--- src/rtl/uart_pkg.sv ---
// Shared types and counter widths for the UART transmit datapath.
package uart_pkg;

   localparam int unsigned LatCntW = 3;
   localparam int unsigned GapCntW = 8;

   typedef enum logic [2:0] {
      StIdle,
      StPop,
      StWaitData,
      StLoad,
      StWaitAck,
      StWaitDone,
      StGap,
      StFlush
   } tx_seq_state_t;

endpackage

--- src/rtl/uart_tx_fifo_sequencer_if.sv ---
// FIFO-side and transmitter-side signals of the TX FIFO sequencer.
interface uart_tx_fifo_sequencer_if #(
   parameter int unsigned CNT_BITS = 16
) ();

   logic                tx_enable;
   logic                flush;
   logic                fifo_empty;
   logic [7:0]          fifo_do;
   logic                fifo_rd_n;
   logic                tx_busy;
   logic                tx_load;
   logic [7:0]          tx_data;
   logic                idle;
   logic                flush_done;
   logic [CNT_BITS-1:0] bytes_sent;

   modport master (
      input  tx_enable, flush, fifo_empty, fifo_do, tx_busy,
      output fifo_rd_n, tx_load, tx_data, idle, flush_done, bytes_sent
   );

   modport slave (
      output tx_enable, flush, fifo_empty, fifo_do, tx_busy,
      input  fifo_rd_n, tx_load, tx_data, idle, flush_done, bytes_sent
   );

endinterface

--- src/rtl/uart_tx_fifo_sequencer.sv ---
// Moves bytes from the TX FIFO into the shift register one at a time; also drains the FIFO on flush.
module uart_tx_fifo_sequencer
   import uart_pkg::*;
#(
   parameter int unsigned RD_LATENCY = 2,
   parameter int unsigned GAP_CYCLES = 0,
   parameter int unsigned CNT_BITS   = 16
) (
   input logic                        clock,
   input logic                        reset_n,
   uart_tx_fifo_sequencer_if.master   bus
);

   localparam logic [LatCntW-1:0] LatInit = LatCntW'(RD_LATENCY - 1);
   localparam logic [GapCntW-1:0] GapInit = GapCntW'(GAP_CYCLES - 1);
   localparam logic               HasGap  = (GAP_CYCLES != 0);

   tx_seq_state_t       state_q, state_d;
   logic                rd_n_q, rd_n_d;
   logic                tx_load_q, tx_load_d;
   logic [7:0]          tx_data_q, tx_data_d;
   logic                idle_q, idle_d;
   logic                flush_done_q, flush_done_d;
   logic [CNT_BITS-1:0] bytes_q, bytes_d;
   logic [LatCntW-1:0]  lat_q, lat_d;
   logic [GapCntW-1:0]  gap_q, gap_d;

   always_comb begin
      state_d      = state_q;
      rd_n_d       = 1'b1;
      tx_load_d    = 1'b0;
      tx_data_d    = tx_data_q;
      flush_done_d = 1'b0;
      bytes_d      = bytes_q;
      lat_d        = lat_q;
      gap_d        = gap_q;
      unique case (state_q)
         StIdle: begin
            if (bus.flush) begin
               state_d = StFlush;
            end else if (bus.tx_enable && !bus.fifo_empty && !bus.tx_busy) begin
               state_d = StPop;
               rd_n_d  = 1'b0;
            end
         end
         StPop: begin
            state_d = StWaitData;
            lat_d   = LatInit;
         end
         StWaitData: begin
            // Load strobe and count are registered together with the captured byte.
            if (lat_q == '0) begin
               tx_data_d = bus.fifo_do;
               tx_load_d = 1'b1;
               bytes_d   = bytes_q + CNT_BITS'(1);
               state_d   = StLoad;
            end else begin
               lat_d = lat_q - LatCntW'(1);
            end
         end
         StLoad: state_d = StWaitAck;
         StWaitAck: begin
            if (bus.tx_busy) state_d = StWaitDone;
         end
         StWaitDone: begin
            if (!bus.tx_busy) begin
               if (HasGap) begin
                  state_d = StGap;
                  gap_d   = GapInit;
               end else begin
                  state_d = StIdle;
               end
            end
         end
         StGap: begin
            if (gap_q == '0) state_d = StIdle;
            else             gap_d   = gap_q - GapCntW'(1);
         end
         StFlush: begin
            // Every read is followed by a high cycle so the empty flag is never stale.
            if (rd_n_q) begin
               if (!bus.fifo_empty) begin
                  rd_n_d = 1'b0;
               end else begin
                  flush_done_d = 1'b1;
                  state_d      = StIdle;
               end
            end
         end
         default: state_d = StIdle;
      endcase
      idle_d = (state_d == StIdle);
   end

   always_ff @(posedge clock or negedge reset_n) begin
      if (!reset_n) begin
         state_q      <= StIdle;
         rd_n_q       <= 1'b1;
         tx_load_q    <= 1'b0;
         tx_data_q    <= 8'h00;
         idle_q       <= 1'b1;
         flush_done_q <= 1'b0;
         bytes_q      <= '0;
         lat_q        <= '0;
         gap_q        <= '0;
      end else begin
         state_q      <= state_d;
         rd_n_q       <= rd_n_d;
         tx_load_q    <= tx_load_d;
         tx_data_q    <= tx_data_d;
         idle_q       <= idle_d;
         flush_done_q <= flush_done_d;
         bytes_q      <= bytes_d;
         lat_q        <= lat_d;
         gap_q        <= gap_d;
      end
   end

   assign bus.fifo_rd_n  = rd_n_q;
   assign bus.tx_load    = tx_load_q;
   assign bus.tx_data    = tx_data_q;
   assign bus.idle       = idle_q;
   assign bus.flush_done = flush_done_q;
   assign bus.bytes_sent = bytes_q;

endmodule

--- src/flat_wrapper.sv ---
// flat-port wrapper written by rule: the top's interface ports become plain ports
module uart_tx_fifo_sequencer_flat import uart_pkg::*;
#(
   parameter int unsigned RD_LATENCY = 2,
   parameter int unsigned GAP_CYCLES = 0,
   parameter int unsigned CNT_BITS   = 16
)
  (clock, reset_n, bus_tx_enable, bus_flush, bus_fifo_empty, bus_fifo_do, bus_tx_busy, bus_fifo_rd_n, bus_tx_load, bus_tx_data, bus_idle, bus_flush_done, bus_bytes_sent);
  uart_tx_fifo_sequencer_if #(.CNT_BITS(CNT_BITS)) bus_i ();
  input logic clock;
  input logic reset_n;
  input wire logic [$bits(bus_i.tx_enable)-1:0] bus_tx_enable;
  input wire logic [$bits(bus_i.flush)-1:0] bus_flush;
  input wire logic [$bits(bus_i.fifo_empty)-1:0] bus_fifo_empty;
  input wire logic [$bits(bus_i.fifo_do)-1:0] bus_fifo_do;
  input wire logic [$bits(bus_i.tx_busy)-1:0] bus_tx_busy;
  output wire logic [$bits(bus_i.fifo_rd_n)-1:0] bus_fifo_rd_n;
  output wire logic [$bits(bus_i.tx_load)-1:0] bus_tx_load;
  output wire logic [$bits(bus_i.tx_data)-1:0] bus_tx_data;
  output wire logic [$bits(bus_i.idle)-1:0] bus_idle;
  output wire logic [$bits(bus_i.flush_done)-1:0] bus_flush_done;
  output wire logic [$bits(bus_i.bytes_sent)-1:0] bus_bytes_sent;
  assign bus_i.tx_enable = bus_tx_enable;
  assign bus_i.flush = bus_flush;
  assign bus_i.fifo_empty = bus_fifo_empty;
  assign bus_i.fifo_do = bus_fifo_do;
  assign bus_i.tx_busy = bus_tx_busy;
  assign bus_fifo_rd_n = bus_i.fifo_rd_n;
  assign bus_tx_load = bus_i.tx_load;
  assign bus_tx_data = bus_i.tx_data;
  assign bus_idle = bus_i.idle;
  assign bus_flush_done = bus_i.flush_done;
  assign bus_bytes_sent = bus_i.bytes_sent;
  uart_tx_fifo_sequencer #(.RD_LATENCY(RD_LATENCY), .GAP_CYCLES(GAP_CYCLES), .CNT_BITS(CNT_BITS)) u_core (.clock(clock), .reset_n(reset_n), .bus(bus_i));
endmodule
--- config.mk ---
export PLATFORM = sky130hd
export DESIGN_NAME = uart_tx_fifo_sequencer_flat
export DESIGN_NICKNAME = d
export VERILOG_FILES = /design/src/rtl/uart_pkg.sv /design/src/rtl/uart_tx_fifo_sequencer_if.sv /design/src/rtl/uart_tx_fifo_sequencer.sv /design/src/flat_wrapper.sv
export SDC_FILE = /design/constraint.sdc
export NUM_CORES = 1
export LEC_CHECK = 0
export BUFFER_PORTS_ARGS = -buffer_cell sky130_fd_sc_hd__buf_2
export CAP_MARGIN = 20
export CORE_ASPECT_RATIO = 0.6
export CORE_MARGIN = 3
export CORE_UTILIZATION = 55
export CTS_CLUSTER_SIZE = 40
export DETAILED_ROUTE_END_ITERATION = 6
export PLACE_DENSITY = 0.91
export SETUP_SLACK_MARGIN = 0.5
export SLEW_MARGIN = 10
export SYNTH_ARGS = -nofsm -noshare
export SYNTH_HDL_FRONTEND = slang
export SYNTH_SLANG_ARGS = --single-unit
--- constraint.sdc ---
create_clock -name clock -period 3 [get_ports clock]
set_clock_uncertainty 0.1 [all_clocks]
set_input_delay 0.3 -clock clock [delete_from_list [all_inputs] [get_ports clock]]
set_output_delay 0.3 -clock clock [all_outputs]
set_load 0.03 [all_outputs]
### Word-level counts from Yosys, hierarchy flattened

Index checks and enable logic that the tools add are counted.

| cells by class | value |
|---|---|
| multiplexer cells | 20 |
| equality and inequality tests | 8 |
| reductions and logical operators | 12 |
| $add $sub $neg | 3 |
| bitwise logic cells | 1 |

Operators with widths:

| cell | count |
|---|---|
| 3-bit 2-to-1 mux | 9 |
| 3-bit case mux with 8 select lines | 1 |
| 16-bit by 1-bit adder with 16-bit output, second input constant | 1 |
| 3-bit == test, second input constant | 4 |
| 3-bit logical NOT | 3 |
| 8-bit logical NOT | 1 |
| 1-bit 2-to-1 mux | 8 |
| 8-bit by 1-bit subtractor with 8-bit output, second input constant | 1 |
| 3-bit by 2-bit == test with 1-bit output, second input constant | 2 |
| 3-bit case mux with 2 select lines | 1 |
| 2-bit AND reduction | 3 |
| 3-bit by 1-bit == test with 1-bit output, second input constant | 1 |
| 3-bit by 1-bit subtractor with 3-bit output, second input constant | 1 |
| 1-bit logical AND | 2 |
| 1-bit logical NOT | 2 |
| 2-bit != test, second input constant | 1 |
| 1-bit case mux with 2 select lines | 1 |
| 2-bit nonzero test | 1 |
| 1-bit NOT | 1 |

| word-level totals | value |
|---|---|
| logic and storage cells | 53 |
| flip-flop bits (word level) | 42 |
| bits of input ports | 14 |
| output and inout bits | 28 |

### Logic depth before layout (Yosys ltp)

| depth | value |
|---|---|
| depth after elaboration | 7 |
| depth in mapped cells | 8 |
| mapped depth without buffers | 7 |

### Worst setup path after synthesis

No wires, ideal clock.

| timing path | value |
|---|---|
| path type | reg2reg |
| start point | register u_core.lat_q[0] |
| end point | register u_core.bytes_q[13], in the netlist u_core.bus.bytes_sent[13] |
| path slack | 0.923 ns |
| path buffers | 0 |
| stages on the path, launching flop included | 7 |
| data required time | 2.767 ns |
| library setup time | 0.133 ns |
| arrival time | 1.844 ns |
| clock period less this slack | 2.077 ns |
| cells stage by stage | dfrtp_1 > inv_1 > ha_1 > or4b_4 > nor4_4 > nand4_1 > xnor2_1 |

| on the way | value |
|---|---|
| longest elaborated chain between the ends | 2 |

RTL lines:

| what | RTL line | text |
|---|---|---|
| from (decl) | uart_tx_fifo_sequencer.sv:25 | `logic [LatCntW-1:0] lat_q, lat_d;` |
| from (signal assigned) | uart_tx_fifo_sequencer.sv:114 | `lat_q <= lat_d;` |
| 3-bit logical NOT | uart_tx_fifo_sequencer.sv:52 | `if (lat_q == '0) begin` |
| 2-bit AND reduction (no line) | n/a |  |
| to (signal assigned) | uart_tx_fifo_sequencer.sv:113 | `bytes_q <= bytes_d;` |
| to (decl) | uart_tx_fifo_sequencer.sv:24 | `logic [CNT_BITS-1:0] bytes_q, bytes_d;` |

No other way between the ends.
A chain may end at the register's enable or synchronous reset.

### Worst setup path after layout

| timing path | value |
|---|---|
| start point | register u_core.lat_q[0] |
| end point | register u_core.bytes_q[3], in the netlist u_core.bus.bytes_sent[3] |

The elaborated chain is that of the path after synthesis.

==> results.md <==
* Outcome: finished clean
* Worst r2r src: u_core.lat_q[0]
* Die H at 52.6 um
* Number of cell rows at 16
* Post-CTS sizing at 0
* Hold WC Path Type: input port to async pin
* Vias post-DR at 1488
* FFs w/ async S/R, synth at 1.00
* Area leader, netlist: dfrtp_1
* Vias per inst at 5.28
* Post-synthesis sequential area ratio at 0.530
* Layout area overhead at 15.4%
* CP required at 3.09 ns
* Hpwl dp at 2.78 mm
* Power per cell area at 815 nW/um^2
* Slew headroom at 0.397
* Clk buf depth at 2
* Setup tns final at 0 ns
* Cts hold-fix bufs at 0
* Worst-path maximum fanout at 11
* First-pass GRT wire length at 6.70 mm
* Nets at 256
* Clock Tree Root: clkbuf_8
* Iteration-0 DRC count of the detailed router at 49
* Placer Congestion at 0.796
* Synth Register Bits at 42
* Post-CTS setup buffers at 0
* H-tree levels at 2
* Post-synth EDFFs at 0
* Gr ovfl total at 0
* Setup-failing EPs final at 0
* Clock sink total at 42
* CTS tree: done
* Slew @ Worst Pin at 0.905 ns
* Most used cell along the critical path: inv_1
* Maxcap violations at 0
* IO buf count at 41
* Synth Flop Type: dfrtp_1
* CP Launch Point: u_core.lat_q[0]
* Remaining DRCs at 0
* Synthesized instance count at 196
* Drt wl/cell at 13.5 um
* Clk Latency, worst-skew pair at 0.29 ns
* Post-synthesis average cell area at 10.2 um^2
* Share of layout cells above drive strength 1 at 0.232
* GRT Total Usage at 0.195
* Hold Fails Final Rpt at 0
* Synth area leaders: dfrtp_1 50%, nand2_1 9.1%, xnor2_1 7.5%
* Largest stage delay on the critical path at 0.36 ns
* Slowest cell on crit path: dfrtp_1
* Critical path startpoint category: register
* RSZ-0062 raised after global routing: false
* Die area at 4400 um^2
* LEAKAGE at 1.17 nW
* CORE AREA at 3360 um^2
* CTS buffer count at 5
* Crit Path Category: register to register
* Largest net degree at the start of global routing at 43
* CP cell instances: inv_1 > ha_1 > nor4b_1 > nand2_1 > inv_1 > nand4_1 > xnor2_1
* Slew Viols, Final at 0
* Synth warn at 0
* Cell family with most CP delay: simple AND/OR/NAND/NOR gates
* Pre-antenna DRT Iters at 4
* Most frequent cells in the layout: 48 x nand2_1, 41 x buf_2, 40 x dfrtp_1
* Crit path buf inv count at 2
* Initial antenna violation count at 0
* Fill cells at 262
* Antenna cells at 0
* Die width at 83.6 um
* Detail Route Antenna Nets at 0
* Place WS at 0.778 ns
* Starting Density at 0.592
* Period Utilization, post-route at 0.744
* CP Data Arrival Time at 2.32 ns
* Most common cell after layout, fill and taps aside: nand2_1
* Post-synth cell types at 38
* Vias in the first global route at 1461
* Minimum clock period at 2.23 ns
* Fmax achieved at 448 MHz
* Peak supply drop at 0.000575 V
* Setup ws final at 0.767 ns
* Yosys top cell area share at 0.503
* # IOs at 42
* Final wirelength at 3.82 mm
* Crit. End Element: register
* Clock Pin Slew Worst Setup and Hold Paths at 0.08 ns
* Mapped cell area at 1990 um^2
* Syn nets at 215
[final timing paths]
path | depth (start not counted) | end | slack [ns]
worst max-delay path | 7 | u_core.bus.bytes_sent[3] | 0.77
worst min-delay path | 1 | u_core.gap_q[5] | 0.03
worst max register to register | 7 | u_core.bus.bytes_sent[3] | 0.77
worst min register to register | 1 | u_core.gap_q[7] | 0.38
max in group asynchronous | 1 | u_core.lat_q[1] | 2.20
min in group clock | 3 | u_core.bus.tx_data[2] | 0.09
[registers in the layout, summed over array words and instances (netlist names)]
signal,count
u_core.bus.bytes_sent,16
u_core.bus.tx_data,8
u_core.bus.tx_load,1
u_core.bus.idle,1
u_core.lat_q,3
u_core.gap_q,8
u_core.bus.flush_done,1
u_core.state_q,3
u_core.bus.fifo_rd_n,1
[per-layer routing]
metal  routed length (um)  global-route usage
met1                 1960               0.272
met2                 1630               0.296
met3                  205              0.0612
met4                   19              0.0535
met5                    0                   0
[cell usage after synthesis (5+ instances only)]
library cell and count:
nor2_1 9, dfrtp_1 40, clkbuf_1 6, xnor2_1 17, a21oi_1 6, nand4_1 5
inv_1 5, o21ai_0 6, nand3_1 9, nand2_1 48, ha_1 5, xor2_1 5
[through the flow]
step / instances / power, mW / util / hold slack (ns) / instance area, um^2
after detailed placement: 275 / 1.54 / 0.659 / 0.361 / 2220
after CTS: 282 / 1.88 / 0.683 / 0.0677 / 2300
final: 282 / 1.87 / 0.683 / 0.0341 / 2300
after global routing: 282 / 2.01 / 0.683 / 0.107 / 2300
after floorplan: 196 / 1.35 / - / -0.0956 / 1990
after global placement: 275 / 1.51 / 0.659 / 0.360 / 2220
[layout make-up]
cell class                 count  area (um^2)  area share
timing repair buffer          41          205      0.0894
clock buffer                   5         68.8      0.0300
sequential                    42         1050       0.459
clock inverter                 2         10.0     0.00436
inverter                       5         18.8     0.00817
multi-input combinational    142          883       0.385
tap                           45         56.3      0.0245
[power breakdown]
part           internal [mW]  switching [mW]
logic                  0.233           0.446
registers              0.695           0.155
clock network          0.156           0.186
[cell families (layout without fill, tap and decap cells)]
| family | count (synthesis) | count (layout) | synth area share |
|---|---|---|---|
| AOI/OAI and AO/OA | 22 | 22 | 0.0748 |
| and+or+nand+nor | 92 | 92 | 0.236 |
| xor gates and xnor gates | 22 | 22 | 0.0969 |
| DFF | 42 | 42 | 0.530 |
| muxes | 1 | 1 | 0.00503 |
| adders and majority gates | 5 | 5 | 0.0314 |
| buffers and inverters | 12 | 53 | 0.0264 |
(Power assumes the default switching activity.)
